File: src/rtl/uart_cmd_decoder_pkg.sv
// Shared types and defaults for the UART command decoder and its byte sink.
package uart_cmd_pkg;

  localparam int         MAX_PAYLOAD_DEFAULT = 16;
  localparam logic [7:0] SYNC_BYTE_DEFAULT   = 8'hA5;

  // Frame parser states
  typedef enum logic [2:0] {
    IDLE    = 3'd0,
    CMD     = 3'd1,
    LEN     = 3'd2,
    PAYLOAD = 3'd3,
    CSUM    = 3'd4,
    HOLD    = 3'd5
  } parser_state_e;

  // Four-phase req/ack handshake states
  typedef enum logic {
    WAIT_REQ = 1'b0,
    ACK_HIGH = 1'b1
  } ack_state_e;

  // Running frame checksum: plain XOR over CMD, LEN and payload
  function automatic logic [7:0] csum_update(input logic [7:0] csum, input logic [7:0] data);
    return csum ^ data;
  endfunction

endpackage

File: src/rtl/uart_cmd_decoder_byte_sink.sv
// uart_byte_sink: consumer side of the uart_rx four-phase byte handshake.
// One strobe per req assertion; a byte is only taken while ready is high.
module uart_byte_sink
  import uart_cmd_pkg::*;
(
  input  logic       clk,
  input  logic       rst,
  input  logic       req,
  input  logic [7:0] data,
  input  logic       ready,
  output logic       ack,
  output logic       strobe,
  output logic [7:0] rx_byte
);

  ack_state_e state_r;
  ack_state_e next_state_s;
  logic       ack_r;
  logic       strobe_s;
  logic [7:0] byte_r;

  // Handshake state register, registered ack and latched byte
  always_ff @(posedge clk or posedge rst) begin
    if (rst) begin
      state_r <= WAIT_REQ;
      ack_r   <= 1'b0;
      byte_r  <= 8'h00;
    end else begin
      state_r <= next_state_s;
      ack_r   <= (next_state_s == ACK_HIGH);
      if (strobe_s) begin
        byte_r <= data;
      end
    end
  end

  // Take a byte when requested and ready; release ack once req drops
  always_comb begin
    next_state_s = state_r;
    strobe_s     = 1'b0;
    case (state_r)
      WAIT_REQ: begin
        if (req && ready) begin
          strobe_s     = 1'b1;
          next_state_s = ACK_HIGH;
        end else begin
          next_state_s = WAIT_REQ;
        end
      end
      ACK_HIGH: begin
        if (!req) begin
          next_state_s = WAIT_REQ;
        end else begin
          next_state_s = ACK_HIGH;
        end
      end
      default: next_state_s = WAIT_REQ;
    endcase
  end

  // Byte is valid on the strobe cycle itself (req holds data stable)
  assign rx_byte = strobe_s ? data : byte_r;
  assign strobe  = strobe_s;
  assign ack     = ack_r;

endmodule

File: src/rtl/uart_cmd_decoder.sv
// uart_cmd_decoder: parses SYNC/CMD/LEN/PAYLOAD/CSUM frames from uart_rx and
// holds each validated command until the consumer acknowledges it.
// Optional inter-byte timeout: define UART_CMD_TIMEOUT_EN.
module uart_cmd_decoder
  import uart_cmd_pkg::*;
#(
  parameter int         MAX_PAYLOAD = MAX_PAYLOAD_DEFAULT,
  parameter logic [7:0] SYNC_BYTE   = SYNC_BYTE_DEFAULT
`ifdef UART_CMD_TIMEOUT_EN
  ,parameter int        TIMEOUT_CYCLES = 2100000
`endif
)(
  input  logic                               clk210_p,
  input  logic                               reset_p,
  input  logic [7:0]                         received_data_p,
  input  logic                               received_data_read_req_p,
  output logic                               received_data_ack_p,
  output logic                               cmd_valid_p,
  input  logic                               cmd_ack_p,
  output logic [7:0]                         cmd_p,
  output logic [$clog2(MAX_PAYLOAD+1)-1:0]   cmd_len_p,
  input  logic [$clog2(MAX_PAYLOAD)-1:0]     payload_rd_addr_p,
  output logic [7:0]                         payload_rd_data_p,
  output logic                               checksum_err_p,
  output logic                               len_err_p
`ifdef UART_CMD_TIMEOUT_EN
  ,output logic                              timeout_err_p
`endif
);

  localparam int         LW        = $clog2(MAX_PAYLOAD + 1);
  localparam int         AW        = $clog2(MAX_PAYLOAD);
  localparam logic [7:0] MAX_LEN_B = 8'(MAX_PAYLOAD);

  parser_state_e state_r, parse_next_s, next_state_s;
  logic          strobe_s;
  logic [7:0]    rx_byte_s;
  logic [7:0]    cmd_r, csum_r, rd_data_r;
  logic [LW-1:0] len_r;
  logic [AW-1:0] idx_r;
  logic          cmd_valid_r, csum_err_r, len_err_r;
  logic          csum_err_s, len_err_s, last_byte_s;
  logic [7:0]    ram_r [MAX_PAYLOAD];

  // No new byte is accepted while a command is held
  uart_byte_sink u_sink (
    .clk     (clk210_p),
    .rst     (reset_p),
    .req     (received_data_read_req_p),
    .data    (received_data_p),
    .ready   (state_r != HOLD),
    .ack     (received_data_ack_p),
    .strobe  (strobe_s),
    .rx_byte (rx_byte_s)
  );

  assign last_byte_s = (LW'(idx_r) == (len_r - LW'(1'b1)));

  // Frame parser next-state and error pulse decisions
  always_comb begin
    parse_next_s = state_r;
    csum_err_s   = 1'b0;
    len_err_s    = 1'b0;
    case (state_r)
      IDLE: begin
        if (strobe_s && (rx_byte_s == SYNC_BYTE)) begin
          parse_next_s = CMD;
        end else begin
          parse_next_s = IDLE;
        end
      end
      CMD: begin
        if (strobe_s) begin
          parse_next_s = LEN;
        end else begin
          parse_next_s = CMD;
        end
      end
      LEN: begin
        if (strobe_s) begin
          if (rx_byte_s > MAX_LEN_B) begin
            len_err_s    = 1'b1;
            parse_next_s = IDLE;
          end else if (rx_byte_s == 8'h00) begin
            parse_next_s = CSUM;
          end else begin
            parse_next_s = PAYLOAD;
          end
        end else begin
          parse_next_s = LEN;
        end
      end
      PAYLOAD: begin
        if (strobe_s && last_byte_s) begin
          parse_next_s = CSUM;
        end else begin
          parse_next_s = PAYLOAD;
        end
      end
      CSUM: begin
        if (strobe_s) begin
          if (rx_byte_s == csum_r) begin
            parse_next_s = HOLD;
          end else begin
            csum_err_s   = 1'b1;
            parse_next_s = IDLE;
          end
        end else begin
          parse_next_s = CSUM;
        end
      end
      HOLD: begin
        if (cmd_ack_p) begin
          parse_next_s = IDLE;
        end else begin
          parse_next_s = HOLD;
        end
      end
      default: parse_next_s = IDLE;
    endcase
  end

`ifdef UART_CMD_TIMEOUT_EN
  localparam int TW = (TIMEOUT_CYCLES > 1) ? $clog2(TIMEOUT_CYCLES) : 1;
  logic [TW-1:0] tmo_cnt_r;
  logic          tmo_active_s, tmo_hit_s, timeout_err_r;

  assign tmo_active_s = (state_r == CMD) || (state_r == LEN) ||
                        (state_r == PAYLOAD) || (state_r == CSUM);
  // A byte arriving on the expiry cycle wins over the timeout
  assign tmo_hit_s    = tmo_active_s && !strobe_s && (tmo_cnt_r == TW'(TIMEOUT_CYCLES - 1));
  assign next_state_s = tmo_hit_s ? IDLE : parse_next_s;

  // Inter-byte timer: runs mid-frame, cleared by every byte and outside frames
  always_ff @(posedge clk210_p or posedge reset_p) begin
    if (reset_p) begin
      tmo_cnt_r     <= {TW{1'b0}};
      timeout_err_r <= 1'b0;
    end else begin
      timeout_err_r <= tmo_hit_s;
      if (!tmo_active_s || strobe_s || tmo_hit_s) begin
        tmo_cnt_r <= {TW{1'b0}};
      end else begin
        tmo_cnt_r <= tmo_cnt_r + TW'(1'b1);
      end
    end
  end

  assign timeout_err_p = timeout_err_r;
`else
  assign next_state_s = parse_next_s;
`endif

  // Parser state, command fields, checksum and status outputs
  always_ff @(posedge clk210_p or posedge reset_p) begin
    if (reset_p) begin
      state_r     <= IDLE;
      cmd_r       <= 8'h00;
      len_r       <= {LW{1'b0}};
      idx_r       <= {AW{1'b0}};
      csum_r      <= 8'h00;
      cmd_valid_r <= 1'b0;
      csum_err_r  <= 1'b0;
      len_err_r   <= 1'b0;
    end else begin
      state_r     <= next_state_s;
      cmd_valid_r <= (next_state_s == HOLD);
      csum_err_r  <= csum_err_s;
      len_err_r   <= len_err_s;
      if (strobe_s) begin
        case (state_r)
          IDLE: csum_r <= 8'h00;
          CMD: begin
            cmd_r  <= rx_byte_s;
            csum_r <= csum_update(csum_r, rx_byte_s);
          end
          LEN: begin
            len_r  <= rx_byte_s[LW-1:0];
            idx_r  <= {AW{1'b0}};
            csum_r <= csum_update(csum_r, rx_byte_s);
          end
          PAYLOAD: begin
            idx_r  <= idx_r + AW'(1'b1);
            csum_r <= csum_update(csum_r, rx_byte_s);
          end
          default: csum_r <= csum_r;
        endcase
      end
    end
  end

  // Payload buffer write; contents are don't-care after reset
  always_ff @(posedge clk210_p) begin
    if (strobe_s && (state_r == PAYLOAD)) begin
      ram_r[idx_r] <= rx_byte_s;
    end
  end

  // Registered payload read port, one cycle latency
  always_ff @(posedge clk210_p or posedge reset_p) begin
    if (reset_p) begin
      rd_data_r <= 8'h00;
    end else begin
      rd_data_r <= ram_r[payload_rd_addr_p];
    end
  end

  assign cmd_valid_p       = cmd_valid_r;
  assign cmd_p             = cmd_r;
  assign cmd_len_p         = len_r;
  assign payload_rd_data_p = rd_data_r;
  assign checksum_err_p    = csum_err_r;
  assign len_err_p         = len_err_r;

endmodule
File: config.mk
export PLATFORM = sky130hd
export DESIGN_NAME = uart_cmd_decoder
export DESIGN_NICKNAME = d
export VERILOG_FILES = /design/src/rtl/uart_cmd_decoder_pkg.sv /design/src/rtl/uart_cmd_decoder_byte_sink.sv /design/src/rtl/uart_cmd_decoder.sv
export SDC_FILE = /design/constraint.sdc
export NUM_CORES = 1
export LEC_CHECK = 0
export ABC_AREA = 0
export CORE_MARGIN = 3
export CORE_UTILIZATION = 45
export DETAILED_ROUTE_END_ITERATION = 8
export PLACE_DENSITY = 0.69
export SETUP_SLACK_MARGIN = 0.4
export SLEW_MARGIN = 10
export SYNTH_ARGS = -nofsm -noshare
export SYNTH_HDL_FRONTEND = slang
export SYNTH_HIERARCHICAL = 1
export SYNTH_SLANG_ARGS = --single-unit
export TNS_END_PERCENT = 100
File: constraint.sdc
create_clock -name clk210_p -period 3.3 [get_ports clk210_p]
set_input_delay 0.825 -clock clk210_p [delete_from_list [all_inputs] [get_ports clk210_p]]
set_output_delay 0.825 -clock clk210_p [all_outputs]
set_load 0.02 [all_outputs]
; After elaboration in Yosys (flattened, before gate mapping)
; Memories as Yosys holds them, arrays and structs flattened. A register that Yosys moved wholly into a read port is not among the register bits.
; Index checks and enable logic that the tools add are counted.
[classes]
n_addsub = 2
eq_ne = 10
n_lt_le_gt_ge = 1
n_reduce_logical = 13
muxes = 25
bitwise_logic = 2
[ops]
columns = op, n
row1 = 3-bit 2-to-1 mux, 7
row2 = 3-bit one-hot mux with 6 select lines, 1
row3 = 8-bit one-hot mux with 2 select lines, 1
row4 = 1-bit 2-to-1 mux, 12
row5 = "3-bit == test, second input constant", 3
row6 = 8-bit == test, 1
row7 = "8-bit == test, second input constant", 1
row8 = "8-bit by 5-bit > comparator with 1-bit output, second input constant", 1
row9 = 8-bit logical NOT, 1
row10 = 8-bit 2-to-1 mux, 1
row11 = 4-bit one-hot mux with 2 select lines, 1
row12 = 2-bit AND reduction, 4
row13 = 8-bit bitwise XOR, 1
row14 = "3-bit by 2-bit == test with 1-bit output, second input constant", 2
row15 = 4-bit by 5-bit == test with 1-bit output, 1
row16 = "5-bit by 1-bit subtractor with 5-bit output, second input constant", 1
row17 = "4-bit by 1-bit adder with 4-bit output, second input constant", 1
row18 = 1-bit logical AND, 4
row19 = 2-bit nonzero test, 2
row20 = "3-bit by 1-bit == test with 1-bit output, second input constant", 1
row21 = 3-bit logical NOT, 1
row22 = "3-bit inequality test, second input constant", 1
row23 = 3-bit OR reduction, 1
row24 = 2-bit 2-to-1 mux, 1
row25 = other kinds (2), 2
[totals]
elab_cells = 64
n_memories = 1
output_inout_bits = 25
input_bits = 16
register_bits = 40
mem_bits_rw = 128
[mem_list]
columns = name, words, word_bits, rd, rd_ports_with_merged_regs, write_ports, line_no
row1 = ram_r, 16, 8, 1, 1, 1, uart_cmd_decoder.sv:43  ; logic [7:0] ram_r [MAX_PAYLOAD];

; Longest topological paths before layout
; Gate-level depths: netlist (run 1).
[logic_depth]
ltp_word = 11
mapped_depth = 9
ltp_nobuf = 7

; Modules after synthesis
; Netlist (run 1), hierarchy kept.
[by_module_without_submodules]
columns = mod, cells_each, seq_area_each_um2, area_per_inst_um2, instances
row1 = uart_cmd_decoder, 373, 4819.6, 6902.9, 1
row2 = uart_byte_sink, 21, 225.2, 350.3, 1

; Worst setup path before layout (run 1)
; OpenSTA, ideal clock, no wires.
[synth_path]
path_type = register -> register
from = reg state_r[1]
to = reg state_r[1]
arrival_time_ps = 2515
setup_slack_ps = 686
t_required_ps = 3201
n_path_buf = 1
synth_period_minus_slack_ps = 2614
setup_time_ps = 99
path_stages_with_launch = 9
path_cell_list = dfrtp_1 -> clkbuf_1 -> nand3b_1 -> nand3b_4 -> mux2_2 -> or4_1 -> xor2_1 -> a31oi_1 -> a311oi_1
[synth_via]
elab_chain_len = 10
elab_cells_between_ends = 21
cone_classes = order compare (1) / eq/ne (6) / mux (10) / reduce/logical (4)
[synth_lines]
columns = element, line_no
row1 = "start, declared", uart_cmd_decoder.sv:35  ; parser_state_e state_r, parse_next_s, next_state_s;
row2 = "start signal, assigned", uart_cmd_decoder.sv:166  ; state_r <= next_state_s;
row3 = 3-bit inequality test *, uart_cmd_decoder.sv:51  ; .ready (state_r != HOLD),
row4 = 1-bit logical AND *, uart_cmd_decoder_byte_sink.sv:43  ; if (req && ready) begin
row5 = 1-bit 2-to-1 mux *, uart_cmd_decoder_byte_sink.sv:43
row6 = 1-bit 2-to-1 mux *, uart_cmd_decoder_byte_sink.sv:41  ; case (state_r)
row7 = 8-bit 2-to-1 mux *, uart_cmd_decoder_byte_sink.sv:62  ; assign rx_byte = strobe_s ? data : byte_r;
row8 = named net rx_byte_s[0], uart_cmd_decoder.sv:37  ; logic [7:0] rx_byte_s;
row9 = "parallel branches: the longest is 2 deep, another holds 8-bit by 5-bit > comparator with 1-bit output", -
row10 = 3-bit 2-to-1 mux *, uart_cmd_decoder.sv:81  ; if (rx_byte_s > MAX_LEN_B) begin
row11 = 3-bit 2-to-1 mux *, uart_cmd_decoder.sv:80  ; if (strobe_s) begin
row12 = 3-bit one-hot mux with 6 select lines *, uart_cmd_decoder.sv:64  ; case (state_r)
row13 = named net next_state_s[1], uart_cmd_decoder.sv:35
; Mark *: on every way through the listed nets, which the timed path passes.
; A chain may end at the register's enable or synchronous reset.

; Worst setup path in the final report (run 1)
; Ends and elaborated chain as after synthesis.

==> impl_metrics.xml, run 1 <==
<?xml version="1.0" encoding="UTF-8"?>
<metrics>
  <group name="run_status">
    <metric name="outcome" unit="">completed</metric>
  </group>
  <group name="critical_path">
    <metric name="cp-start-kind" unit="">register</metric>
    <metric name="path_buf_inv" unit="">0</metric>
    <metric name="crit_path_end_kind" unit="">register</metric>
    <metric name="critical_path.cell_chain" unit="">nand3b_1, nand3b_4, mux2_2, or4_1, xor2_1, a31oi_1, a311oi_1</metric>
    <metric name="timing.critical_path.slowest_cell_delay" unit="ns">0.60</metric>
    <metric name="cp_top_family" unit="">simple AND/OR/NAND/NOR gates</metric>
    <metric name="arrival" unit="ns">3.06</metric>
    <metric name="cp_max_fo" unit="">12</metric>
    <metric name="timing_worst_setup_path_type" unit="">reg -&gt; reg</metric>
    <metric name="timing.critical_path.slowest_stage_cell" unit="">or4_1</metric>
    <metric name="worst-endpoint-required" unit="ns">3.62</metric>
  </group>
  <group name="place">
    <metric name="place_ws" unit="ns">0.174</metric>
    <metric name="portBuffers" unit="">40</metric>
    <metric name="gp_congestion" unit="">0.837</metric>
    <metric name="detailed_place_hpwl" unit="um">9550</metric>
  </group>
  <group name="floorplanning">
    <metric name="die-area" unit="mm^2">0.0177</metric>
    <metric name="core-area" unit="mm^2">0.0155</metric>
    <metric name="top_level_ports" unit="">41</metric>
    <metric name="rows" unit="">45</metric>
    <metric name="initial_utilization" unit="%">46.8</metric>
    <metric name="dieWidth" unit="um">133</metric>
    <metric name="chipHeight" unit="um">133</metric>
  </group>
  <group name="cts">
    <metric name="clock_latency" unit="ns">0.42</metric>
    <metric name="clockBufferDepth" unit="">2</metric>
    <metric name="holdBufCountCts" unit="">0</metric>
    <metric name="tritoncts" unit="">done</metric>
    <metric name="clock_tree.htree_level_count" unit="">4</metric>
    <metric name="cts_setup_buffers" unit="">0</metric>
    <metric name="ctsResizeCount" unit="">0</metric>
    <metric name="cts_buffers" unit="">17</metric>
    <metric name="clockRootBuffer" unit="">clkbuf_16</metric>
    <metric name="path_clk_slew" unit="ns">0.06</metric>
    <metric name="clock-sinks" unit="">176</metric>
  </group>
  <group name="global_routing">
    <metric name="grt-busiest-layer" unit="">met2</metric>
    <metric name="gr-usage-met3" unit="%">5.10</metric>
    <metric name="first_global_vias" unit="">4059</metric>
    <metric name="antenna_found_initial" unit="">0</metric>
    <metric name="gr-usage-all-layers" unit="%">17.6</metric>
    <metric name="grt_pass1_wl" unit="um">23400</metric>
    <metric name="use_met2" unit="%">28.2</metric>
    <metric name="grt_overflow" unit="">0</metric>
    <metric name="met1_usage" unit="%">23.6</metric>
    <metric name="largest_net_degree_at_the_start_of_global_routing" unit="">33</metric>
  </group>
  <group name="run">
    <metric name="cap_violations" unit="">0</metric>
  </group>
  <group name="drt">
    <metric name="detailedRoute.firstIterationViolations" unit="">318</metric>
    <metric name="total_wirelength" unit="um">14700</metric>
    <metric name="antenna_left" unit="">0</metric>
    <metric name="detail_route.first_pass.iterations" unit="">4</metric>
    <metric name="post_drt_via_cell_ratio" unit="">5.61</metric>
    <metric name="detail_route.wl_per_cell" unit="um">21.4</metric>
    <metric name="detailroute.via_count" unit="">3868</metric>
    <metric name="drc" unit="">0</metric>
  </group>
  <group name="synth">
    <metric name="synth_top_cells_by_area" unit="">edfxtp_1 (53%), dfrtp_1 (17%), mux4_1 (8.7%)</metric>
    <metric name="synth.net_count" unit="">415</metric>
    <metric name="synth.cell_area" unit="mm^2">0.00725</metric>
    <metric name="syn_avg_cell_area" unit="um^2">18.4</metric>
    <metric name="yosys.cell_count.top_type" unit="">edfxtp_1</metric>
    <metric name="synth_top_area_cell" unit="">edfxtp_1</metric>
    <metric name="post_synthesis_sequential_area_ratio" unit="%">69.6</metric>
    <metric name="yosys_register_bits" unit="">176</metric>
    <metric name="asyncSetResetFlopFracSynth" unit="%">27.3</metric>
    <metric name="synth_cell_type_count" unit="">52</metric>
    <metric name="synth-edff-count" unit="">128</metric>
    <metric name="synth_top_area_share" unit="%">53.0</metric>
    <metric name="postSynth.topFlopCell" unit="">edfxtp_1</metric>
    <metric name="yosys-top-cells-count" unit="">edfxtp_1 (128), dfrtp_1 (48), mux4_1 (24)</metric>
    <metric name="yosysWarnings" unit="">6</metric>
    <metric name="syn_inst" unit="">394</metric>
  </group>
  <group name="layout">
    <metric name="multi_input_logic_area" unit="mm^2">0.00206</metric>
    <metric name="insertedDiodeCount" unit="">0</metric>
    <metric name="final_util" unit="%">55.7</metric>
    <metric name="area_delta_synth_final" unit="%">18.9</metric>
    <metric name="fillerInstances" unit="">1214</metric>
    <metric name="post_route_cells_drive_above_1_share" unit="%">20.7</metric>
    <metric name="final-seq-area" unit="mm^2">0.00504</metric>
    <metric name="finalNetCount" unit="">488</metric>
  </group>
  <group name="timing">
    <metric name="finalSetupViolations" unit="">0</metric>
    <metric name="timing_max_transition_violations_final" unit="">0</metric>
    <metric name="tightest_slew_margin_relative_to_the_limit" unit="%">30.0</metric>
    <metric name="totalNegativeSetupSlack" unit="ns">0</metric>
    <metric name="finalCriticalPeriod" unit="ns">2.74</metric>
    <metric name="timing.final.hold_violations" unit="">0</metric>
    <metric name="rsz_0062_raised_after_global_routing" unit="">no</metric>
    <metric name="fin_hold_ws" unit="ns">0.488</metric>
    <metric name="fmax" unit="MHz">365</metric>
    <metric name="least_margin_pin_slew" unit="ns">1.04</metric>
    <metric name="timing.final.ws_setup" unit="ns">0.562</metric>
    <metric name="fin_skew" unit="ns">0.00851</metric>
    <metric name="post-route-period-util" unit="%">83.0</metric>
  </group>
  <group name="power_and_ir_drop">
    <metric name="ir_worst_vdd" unit="mV">0.493</metric>
    <metric name="power.density" unit="mW/mm^2">629</metric>
    <metric name="p_leak" unit="nW">3.10</metric>
    <metric name="design_power_total" unit="mW">5.43</metric>
  </group>
  <group name="worst_hold_path">
    <metric name="worstHoldPathType" unit="">reg -&gt; reg</metric>
  </group>
</metrics>
==> cell type report <==
type                    count  area share [%]
clock buffers              18            4.97
clock inverters            13            1.58
inverters                   8           0.348
multi-input cells         192            23.9
flip-flops and latches    176            58.5
well taps                 211            3.06
repair buffers             72            7.66
==> final timing paths <==
check	from	to	slack, ns	cells after the start
worst max register to register	state_r[1]$_DFF_PP0_	state_r[1]$_DFF_PP0_	0.56	7
max in group asynchronous	reset_p	payload_rd_data_p[3]$_DFF_PP0_	1.75	3
worst max-delay path	state_r[1]$_DFF_PP0_	state_r[1]$_DFF_PP0_	0.56	7
worst min register to register	cmd_p[6]$_DFFE_PP0P_	cmd_p[6]$_DFFE_PP0P_	0.49	1
worst min-delay path	cmd_p[6]$_DFFE_PP0P_	cmd_p[6]$_DFFE_PP0P_	0.49	1
min in group asynchronous	reset_p	u_sink/byte_r[5]$_DFF_PP0_	0.68	2
==> registers in the layout (all words and copies together) (netlist names) <==
| name | count |
|---|---|
| cmd_valid_p | 1 |
| cmd_p | 8 |
| payload_rd_data_p | 8 |
| len_err_p | 1 |
| u_sink/byte_r | 8 |
| state_r | 3 |
| ram_r | 128 |
| csum_r | 8 |
| idx_r | 4 |
| cmd_len_p | 5 |
| u_sink/ack | 1 |
| checksum_err_p | 1 |
==> stage by stage <==
stage / cells / cell area, um^2
finish: 690 / 8630
global route: 690 / 8630
CTS: 690 / 8630
detailed placement: 659 / 8060
global placement: 659 / 8060
floorplan: 394 / 7250
==> routing by layer <==
metal  vias up  routed length (um)
met4         0                 266
met3        18                 659
met2       107                7470
li1       1721                   -
met5         -                   0
met1      2022                6340
==> cells in the final DEF (no fill, tap or decap), types with 3 or more instances in the layout <==
cell,instances
mux2_2,16
nor3_1,6
edfxtp_1,128
o21ai_0,12
mux2_1,5
clkbuf_16,17
inv_1,6
mux4_2,16
nand2b_1,3
o21ai_1,4
ha_1,5
nor2_1,17
a22o_1,5
nand2_1,19
clkinv_2,4
xnor2_1,3
mux4_1,24
nor2b_1,10
clkdlybuf4s50_1,39
dfrtp_1,48
buf_4,30
inv_6,3
nand3_1,4
xor2_1,8
nor4_1,4
nand3b_1,3
==> power breakdown <==
group          switching [mW]  internal, mW
Clock                   0.815          1.11
Sequential              0.113          2.55
Combinational           0.450         0.392
==> kinds of logic after synthesis <==
kind of cell | synth area share (%)
flops | 69.6
mux | 17.1
simple gates | 5.93
buf+inv | 2.02
compound gates | 3.24
xor+xnor | 1.33
fa+ha+maj | 0.863
Power figures use the tool's default switching activity.
==> run 2: changes to the inputs <==
==> constraint.sdc (replaced) <==
create_clock -name clk210_p -period 2.81 [get_ports clk210_p]
set_input_delay 0.7025 -clock clk210_p [delete_from_list [all_inputs] [get_ports clk210_p]]
set_output_delay 0.7025 -clock clk210_p [all_outputs]
set_load 0.02 [all_outputs]
==> run 2 against run 1 <==
  * Sequential share of layout area shrank 2.0 points
  * Via count grew 2.2%
  * Flip-flop and latch count is the same
  * Die area is the same
  * Clock skew shrank 0.00059 ns
  * Wire length grew 6.5%
  * Sequential power grew 18%
  * Critical endpoint is now state_r[2]$_DFF_PP0_
==> impl_metrics.xml, run 2 (synthesized netlist as in run 1, its figures left out) <==
<?xml version="1.0" encoding="UTF-8"?>
<metrics>
  <group name="drt">
    <metric name="detailroute.via_count" unit="">3952</metric>
    <metric name="post_drt_via_cell_ratio" unit="">5.54</metric>
    <metric name="detailedRoute.firstIterationViolations" unit="">257</metric>
    <metric name="total_wirelength" unit="um">15700</metric>
    <metric name="drc" unit="">0</metric>
    <metric name="antenna_left" unit="">0</metric>
    <metric name="detail_route.wl_per_cell" unit="um">22.0</metric>
    <metric name="detail_route.first_pass.iterations" unit="">5</metric>
  </group>
  <group name="layout">
    <metric name="number_of_flip_flops_in_the_largest_register" unit="">128</metric>
    <metric name="insertedDiodeCount" unit="">0</metric>
    <metric name="area_delta_synth_final" unit="%">23.1</metric>
    <metric name="fin_cells" unit="">713</metric>
    <metric name="fillerInstances" unit="">1193</metric>
    <metric name="finalNetCount" unit="">510</metric>
    <metric name="post_route_cells_drive_above_1_share" unit="%">26.3</metric>
    <metric name="final_common_cell" unit="">edfxtp_1</metric>
    <metric name="final_cell_mix" unit="">edfxtp_1 (128), buf_4 (50), dfrtp_1 (48)</metric>
    <metric name="top_register" unit="">ram_r</metric>
  </group>
  <group name="cts">
    <metric name="clockBufferDepth" unit="">2</metric>
    <metric name="clockRootBuffer" unit="">clkbuf_16</metric>
    <metric name="cts_buffers" unit="">17</metric>
    <metric name="clock_latency" unit="ns">0.42</metric>
    <metric name="clock_tree.htree_level_count" unit="">4</metric>
    <metric name="path_clk_slew" unit="ns">0.06</metric>
    <metric name="tritoncts" unit="">done</metric>
    <metric name="holdBufCountCts" unit="">0</metric>
    <metric name="clock-sinks" unit="">176</metric>
  </group>
  <group name="global_routing">
    <metric name="gr-usage-all-layers" unit="%">18.7</metric>
    <metric name="largest_net_degree_at_the_start_of_global_routing" unit="">33</metric>
    <metric name="first_global_vias" unit="">4185</metric>
    <metric name="grt_pass1_wl" unit="um">24300</metric>
    <metric name="antenna_found_initial" unit="">0</metric>
    <metric name="grt_overflow" unit="">0</metric>
  </group>
  <group name="timing">
    <metric name="least_margin_pin_slew" unit="ns">0.987</metric>
    <metric name="finalCriticalPeriod" unit="ns">2.35</metric>
    <metric name="fin_hold_ws" unit="ns">0.489</metric>
    <metric name="post-route-period-util" unit="%">83.6</metric>
    <metric name="timing_max_transition_violations_final" unit="">0</metric>
    <metric name="fmax" unit="MHz">426</metric>
    <metric name="tightest_slew_margin_relative_to_the_limit" unit="%">33.8</metric>
    <metric name="rsz_0062_raised_after_global_routing" unit="">yes</metric>
    <metric name="timing.final.ws_setup" unit="ns">0.461</metric>
    <metric name="finalSetupViolations" unit="">0</metric>
    <metric name="fin_skew" unit="ns">0.00791</metric>
    <metric name="timing.final.hold_violations" unit="">0</metric>
  </group>
  <group name="critical_path">
    <metric name="timing_worst_setup_path_type" unit="">reg -&gt; reg</metric>
    <metric name="worst-endpoint-required" unit="ns">3.17</metric>
    <metric name="arrival" unit="ns">2.71</metric>
    <metric name="rrSetupSlack" unit="ns">0.46</metric>
    <metric name="critical_path.reg2reg.startpoint" unit="">state_r[1]$_DFF_PP0_</metric>
    <metric name="cp_max_fo" unit="">10</metric>
    <metric name="crit_path_end_kind" unit="">register</metric>
    <metric name="rr_worst_depth" unit="">10</metric>
    <metric name="cp-start-kind" unit="">register</metric>
    <metric name="reg2reg_to" unit="">state_r[2]$_DFF_PP0_</metric>
  </group>
  <group name="worst_hold_path">
    <metric name="worst_hold_path_cells" unit="">1</metric>
    <metric name="worstHoldPathType" unit="">reg -&gt; reg</metric>
    <metric name="hold_path.startpoint" unit="">cmd_p[7]$_DFFE_PP0P_</metric>
    <metric name="worst_hold_path.endpoint" unit="">cmd_p[7]$_DFFE_PP0P_</metric>
  </group>
  <group name="place">
    <metric name="portBuffers" unit="">40</metric>
    <metric name="dp.cells" unit="">680</metric>
    <metric name="place_ws" unit="ns">-0.122</metric>
    <metric name="gp_congestion" unit="">0.885</metric>
    <metric name="detailed_place_hpwl" unit="um">10300</metric>
  </group>
  <group name="power_and_ir_drop">
    <metric name="p_leak" unit="nW">3.28</metric>
    <metric name="design_power_total" unit="mW">6.60</metric>
    <metric name="ir_worst_vdd" unit="mV">0.596</metric>
    <metric name="power.density" unit="mW/mm^2">739</metric>
  </group>
  <group name="floorplanning">
    <metric name="chipHeight" unit="um">133</metric>
    <metric name="initial_utilization" unit="%">46.8</metric>
    <metric name="dieWidth" unit="um">133</metric>
    <metric name="top_level_ports" unit="">41</metric>
    <metric name="die-area" unit="mm^2">0.0177</metric>
    <metric name="core-area" unit="mm^2">0.0155</metric>
    <metric name="rows" unit="">45</metric>
  </group>
  <group name="run">
    <metric name="cap_violations" unit="">0</metric>
  </group>
  <group name="run_status">
    <metric name="outcome" unit="">completed</metric>
  </group>
</metrics>
[run 2: stage by stage]
| stage | setup TNS, ns | utilization [%] | cell area [um^2] |
|---|---|---|---|
| after global placement | -0.200 | 53.3 | 8250 |
| after floorplan | 0 | - | 7300 |
| after global routing | 0 | 57.7 | 8930 |
| after CTS | 0 | 57.4 | 8890 |
| after detailed placement | -0.334 | 53.3 | 8250 |
| final | 0 | 57.7 | 8930 |
[run 2: metal layers]
layer  vias to the layer above  global-route usage [%]  routed length (um)
met2                        98                    31.7                8160
li1                       1772                       -                   -
met4                         0                    5.48                 248
met1                      2057                    23.8                6640
met5                         -                       0                   0
met3                        25                    4.87                 643
[run 2: how the worst max path moves through the flow]
stage / from / to
finish: state_r[1]$_DFF_PP0_ / state_r[2]$_DFF_PP0_
global route: state_r[1]$_DFF_PP0_ / state_r[0]$_DFF_PP0_
CTS: state_r[1]$_DFF_PP0_ / state_r[2]$_DFF_PP0_
detailed placement: received_data_read_req_p / state_r[1]$_DFF_PP0_
global placement: received_data_read_req_p / state_r[2]$_DFF_PP0_
floorplan: state_r[1]$_DFF_PP0_ / state_r[1]$_DFF_PP0_
[run 2: area by class of cell]
type                    instances  area, um^2  share of cell area [%]
flip-flops and latches        176        5040                    56.5
multi-input cells             192        2150                    24.1
repair buffers                 94         832                    9.32
clock buffers                  19         433                    4.85
well taps                     211         264                    2.96
clock inverters                13         176                    1.98
inverters                       8        30.0                   0.336
[run 2: where the power goes]
group	internal [mW]	leakage [nW]	total [mW]	switching, mW
logic	0.508	1.23	1.07	0.561
clock network	1.42	0.289	2.40	0.986
registers	2.99	1.76	3.13	0.137
[run 2: what timing repair did]
action                     4_1_cts  5_1_grt
setup endpoints to repair        3        5
buffers inserted                 0        1
pin swaps                        0        3
gates resized for setup          6        6
[run 2: worst max-delay path, stage by stage, from the launching register on]
cell and delay, ns:
dfrtp_1 0.37, nand3b_1 0.27, nand3b_4 0.19, buf_6 0.14, mux2_4 0.33, buf_4 0.18, nor3_1 0.14, buf_4 0.15
nand2_1 0.09, o31ai_4 0.26, a311o_1 0.15
==> run 3: changes to the inputs <==
--- a/config.mk
+++ b/config.mk
@@ -9,7 +9,7 @@
 export CORE_MARGIN = 3
 export CORE_UTILIZATION = 45
 export DETAILED_ROUTE_END_ITERATION = 8
-export PLACE_DENSITY = 0.69
+export PLACE_DENSITY = 0.71
 export SETUP_SLACK_MARGIN = 0.4
 export SLEW_MARGIN = 10
 export SYNTH_ARGS = -nofsm -noshare
==> constraint.sdc (replaced) <==
create_clock -name clk210_p -period 2.05 [get_ports clk210_p]
set_input_delay 0.5125 -clock clk210_p [delete_from_list [all_inputs] [get_ports clk210_p]]
set_output_delay 0.5125 -clock clk210_p [all_outputs]
set_load 0.02 [all_outputs]
==> run 3 against run 2 <==
  * Sequential power increased by 36%
  * The run now ends with setup timing left
  * Fmax decreased by 4.0%
  * Flip-flop and latch count unchanged
==> impl_metrics.xml, run 3 (synthesized netlist as in run 1, its figures left out) <==
<?xml version="1.0" encoding="UTF-8"?>
<metrics>
  <group name="run_status">
    <metric name="outcome" unit="">finished, violations left</metric>
    <metric name="failing_checks" unit="">setup timing</metric>
  </group>
  <group name="floorplanning">
    <metric name="chipHeight" unit="um">133</metric>
    <metric name="rows" unit="">45</metric>
    <metric name="dieWidth" unit="um">133</metric>
    <metric name="die-area" unit="mm^2">0.0177</metric>
    <metric name="initial_utilization" unit="%">46.8</metric>
    <metric name="core-area" unit="mm^2">0.0155</metric>
    <metric name="top_level_ports" unit="">41</metric>
  </group>
  <group name="layout">
    <metric name="top_register" unit="">ram_r</metric>
    <metric name="area_delta_synth_final" unit="%">40.2</metric>
    <metric name="insertedDiodeCount" unit="">0</metric>
    <metric name="final_common_cell" unit="">edfxtp_1</metric>
    <metric name="finalNetCount" unit="">565</metric>
    <metric name="post_route_cells_drive_above_1_share" unit="%">44.5</metric>
    <metric name="number_of_flip_flops_in_the_largest_register" unit="">128</metric>
    <metric name="final_cell_mix" unit="">edfxtp_1 (128), dfrtp_1 (47), buf_4 (41)</metric>
  </group>
  <group name="timing">
    <metric name="post-route-period-util" unit="%">119</metric>
    <metric name="timing_max_transition_violations_final" unit="">0</metric>
    <metric name="fin_hold_ws" unit="ns">0.396</metric>
    <metric name="rsz_0062_raised_after_global_routing" unit="">yes</metric>
    <metric name="tightest_slew_margin_relative_to_the_limit" unit="%">64.8</metric>
    <metric name="timing.final.ws_setup" unit="ns">-0.396</metric>
    <metric name="finalCriticalPeriod" unit="ns">2.45</metric>
    <metric name="fmax" unit="MHz">409</metric>
    <metric name="least_margin_pin_slew" unit="ns">0.525</metric>
    <metric name="fin_skew" unit="ns">0.00737</metric>
    <metric name="finalSetupViolations" unit="">155</metric>
    <metric name="timing.final.hold_violations" unit="">0</metric>
  </group>
  <group name="drt">
    <metric name="detail_route.wl_per_cell" unit="um">22.1</metric>
    <metric name="detailroute.via_count" unit="">4198</metric>
    <metric name="drc" unit="">0</metric>
    <metric name="total_wirelength" unit="um">17000</metric>
    <metric name="detail_route.first_pass.iterations" unit="">5</metric>
    <metric name="antenna_left" unit="">0</metric>
    <metric name="post_drt_via_cell_ratio" unit="">5.47</metric>
    <metric name="detailedRoute.firstIterationViolations" unit="">301</metric>
  </group>
  <group name="place">
    <metric name="portBuffers" unit="">40</metric>
    <metric name="place_ws" unit="ns">-0.709</metric>
    <metric name="detailed_place_hpwl" unit="um">10700</metric>
    <metric name="gp_congestion" unit="">0.906</metric>
  </group>
  <group name="global_routing">
    <metric name="grt_pass1_wl" unit="um">26200</metric>
    <metric name="gr-usage-all-layers" unit="%">20.0</metric>
    <metric name="met1_usage" unit="%">25.0</metric>
    <metric name="largest_net_degree_at_the_start_of_global_routing" unit="">29</metric>
    <metric name="use_met2" unit="%">34.0</metric>
    <metric name="grt_overflow" unit="">0</metric>
    <metric name="first_global_vias" unit="">4564</metric>
    <metric name="gr-usage-met3" unit="%">5.21</metric>
    <metric name="antenna_found_initial" unit="">0</metric>
    <metric name="grt-busiest-layer" unit="">met2</metric>
  </group>
  <group name="critical_path">
    <metric name="critical_path.reg2reg.startpoint" unit="">state_r[1]$_DFF_PP0_</metric>
    <metric name="reg2reg_to" unit="">state_r[2]$_DFF_PP0_</metric>
    <metric name="critical_path.cell_chain" unit="">nand3b_1, nand3b_4, mux2_4, buf_6, buf_6, xor2_2, nor4_2, and3_1, a311o_1</metric>
    <metric name="timing_worst_setup_path_type" unit="">reg -&gt; reg</metric>
    <metric name="cp_max_fo" unit="">5</metric>
    <metric name="timing.critical_path.slowest_cell_delay" unit="ns">0.38</metric>
    <metric name="worst-endpoint-required" unit="ns">2.41</metric>
    <metric name="path_buf_inv" unit="">2</metric>
    <metric name="rr_worst_depth" unit="">9</metric>
    <metric name="arrival" unit="ns">2.81</metric>
    <metric name="crit_path_end_kind" unit="">register</metric>
    <metric name="timing.critical_path.slowest_stage_cell" unit="">dfrtp_1</metric>
    <metric name="worst_path_most_repeated_cell" unit="">buf_6</metric>
    <metric name="cp-start-kind" unit="">register</metric>
    <metric name="rrSetupSlack" unit="ns">-0.40</metric>
    <metric name="cp_top_family" unit="">simple AND/OR/NAND/NOR gates</metric>
  </group>
  <group name="worst_hold_path">
    <metric name="worstHoldPathType" unit="">in -&gt; async</metric>
  </group>
  <group name="power_and_ir_drop">
    <metric name="share_clk_of_total_power" unit="%">34.5</metric>
    <metric name="p_switching" unit="mW">2.56</metric>
    <metric name="power.share.sequential" unit="%">44.9</metric>
    <metric name="power_share_of_the_combinational_group" unit="%">20.6</metric>
    <metric name="p_leak" unit="nW">3.76</metric>
    <metric name="power.density" unit="mW/mm^2">933</metric>
    <metric name="sw_ratio" unit="%">27.0</metric>
    <metric name="ir_worst_vdd" unit="mV">0.816</metric>
    <metric name="power.internal" unit="mW">6.92</metric>
  </group>
  <group name="cts">
    <metric name="clock-sinks" unit="">176</metric>
    <metric name="clock_tree.htree_level_count" unit="">4</metric>
    <metric name="tritoncts" unit="">done</metric>
    <metric name="path_clk_slew" unit="ns">0.06</metric>
    <metric name="cts_buffers" unit="">17</metric>
    <metric name="clock_latency" unit="ns">0.43</metric>
    <metric name="clockRootBuffer" unit="">clkbuf_16</metric>
    <metric name="clockBufferDepth" unit="">2</metric>
  </group>
  <group name="run">
    <metric name="cap_violations" unit="">0</metric>
  </group>
</metrics>
## run 3: cell count changes in the layout (fill, tap and decap cells not counted), moves of 8 or more
cell / change
dlygate4sd2_1: +10
buf_6: +37
buf_4: -9
nor2_4: +14
mux2_4: +11
clkdlybuf4s50_1: -26
nand2_1: -8
nor2_1: -14
buf_12: +22
## run 3: worst register-to-register path: cells and delay by family, from the launching register on
| family | cells | cell delay (ns) |
|---|---|---|
| xor gates and xnor gates | 1 | 0.17 |
| and+or+nand+nor | 4 | 1.07 |
| DFF | 1 | 0.38 |
| muxes | 1 | 0.33 |
| buffers and inverters | 2 | 0.25 |
| AOI/OAI and AO/OA | 1 | 0.20 |
## run 3: layout make-up
| class | count | area (um^2) |
|---|---|---|
| repair buffers | 148 | 1720 |
| clock buffers | 17 | 425 |
| fillers | 1006 | 5320 |
| clock inverters | 15 | 175 |
| flip-flops and latches | 176 | 5050 |
| multi-input cells | 193 | 2500 |
| inverters | 8 | 35.0 |
| well taps | 211 | 264 |
## run 3: worst max path at each step
stage	slack, ns	start	to	cells past startpoint
floorplan	-0.36	state_r[1]$_DFF_PP0_	state_r[1]$_DFF_PP0_	8
global placement	-0.64	received_data_read_req_p	state_r[1]$_DFF_PP0_	7
detailed placement	-0.71	received_data_read_req_p	state_r[1]$_DFF_PP0_	7
CTS	-0.35	state_r[1]$_DFF_PP0_	state_r[1]$_DFF_PP0_	7
global route	-0.45	state_r[1]$_DFF_PP0_	state_r[2]$_DFF_PP0_	9
finish	-0.40	state_r[1]$_DFF_PP0_	state_r[2]$_DFF_PP0_	9
## run 3: power groups by stage
stage / clock network (mW) / registers, mW / logic [mW]
after floorplan: 0 / 4.48 / 0.680
after global placement: 0 / 4.33 / 1.51
after detailed placement: 0 / 4.34 / 1.55
after CTS: 3.33 / 4.26 / 1.89
after global routing: 3.48 / 4.29 / 2.09
final: 3.27 / 4.26 / 1.96
## run 3: routing by layer
metal	vias up	routed length (um)
met4	0	393
met3	32	804
met2	136	8960
li1	1871	-
met5	-	0
met1	2159	6810
## run 3: per-stage QoR
step                util, %  setup TNS, ns  cell area [um^2]  power, mW  std cells
detailed placement     56.4         -97.86              8730       5.89        698
finish                 65.7         -22.92             10200       9.48        768
global route           65.7         -37.78             10200       9.86        768
global placement       56.4         -86.96              8730       5.85        698
CTS                    64.8         -18.52             10000       9.48        762
floorplan                 -          -4.54              7460       5.16        394
## run 3: what timing repair did
item                                    4_1_cts  5_1_grt
gates resized for setup                     167       13
buffers inserted                             29        4
hold buffers                                  0        0
endpoints found under the setup margin      322      312
hold endpoints to repair                      0        0
pin swaps                                    24        6
gates cloned                                  3        2
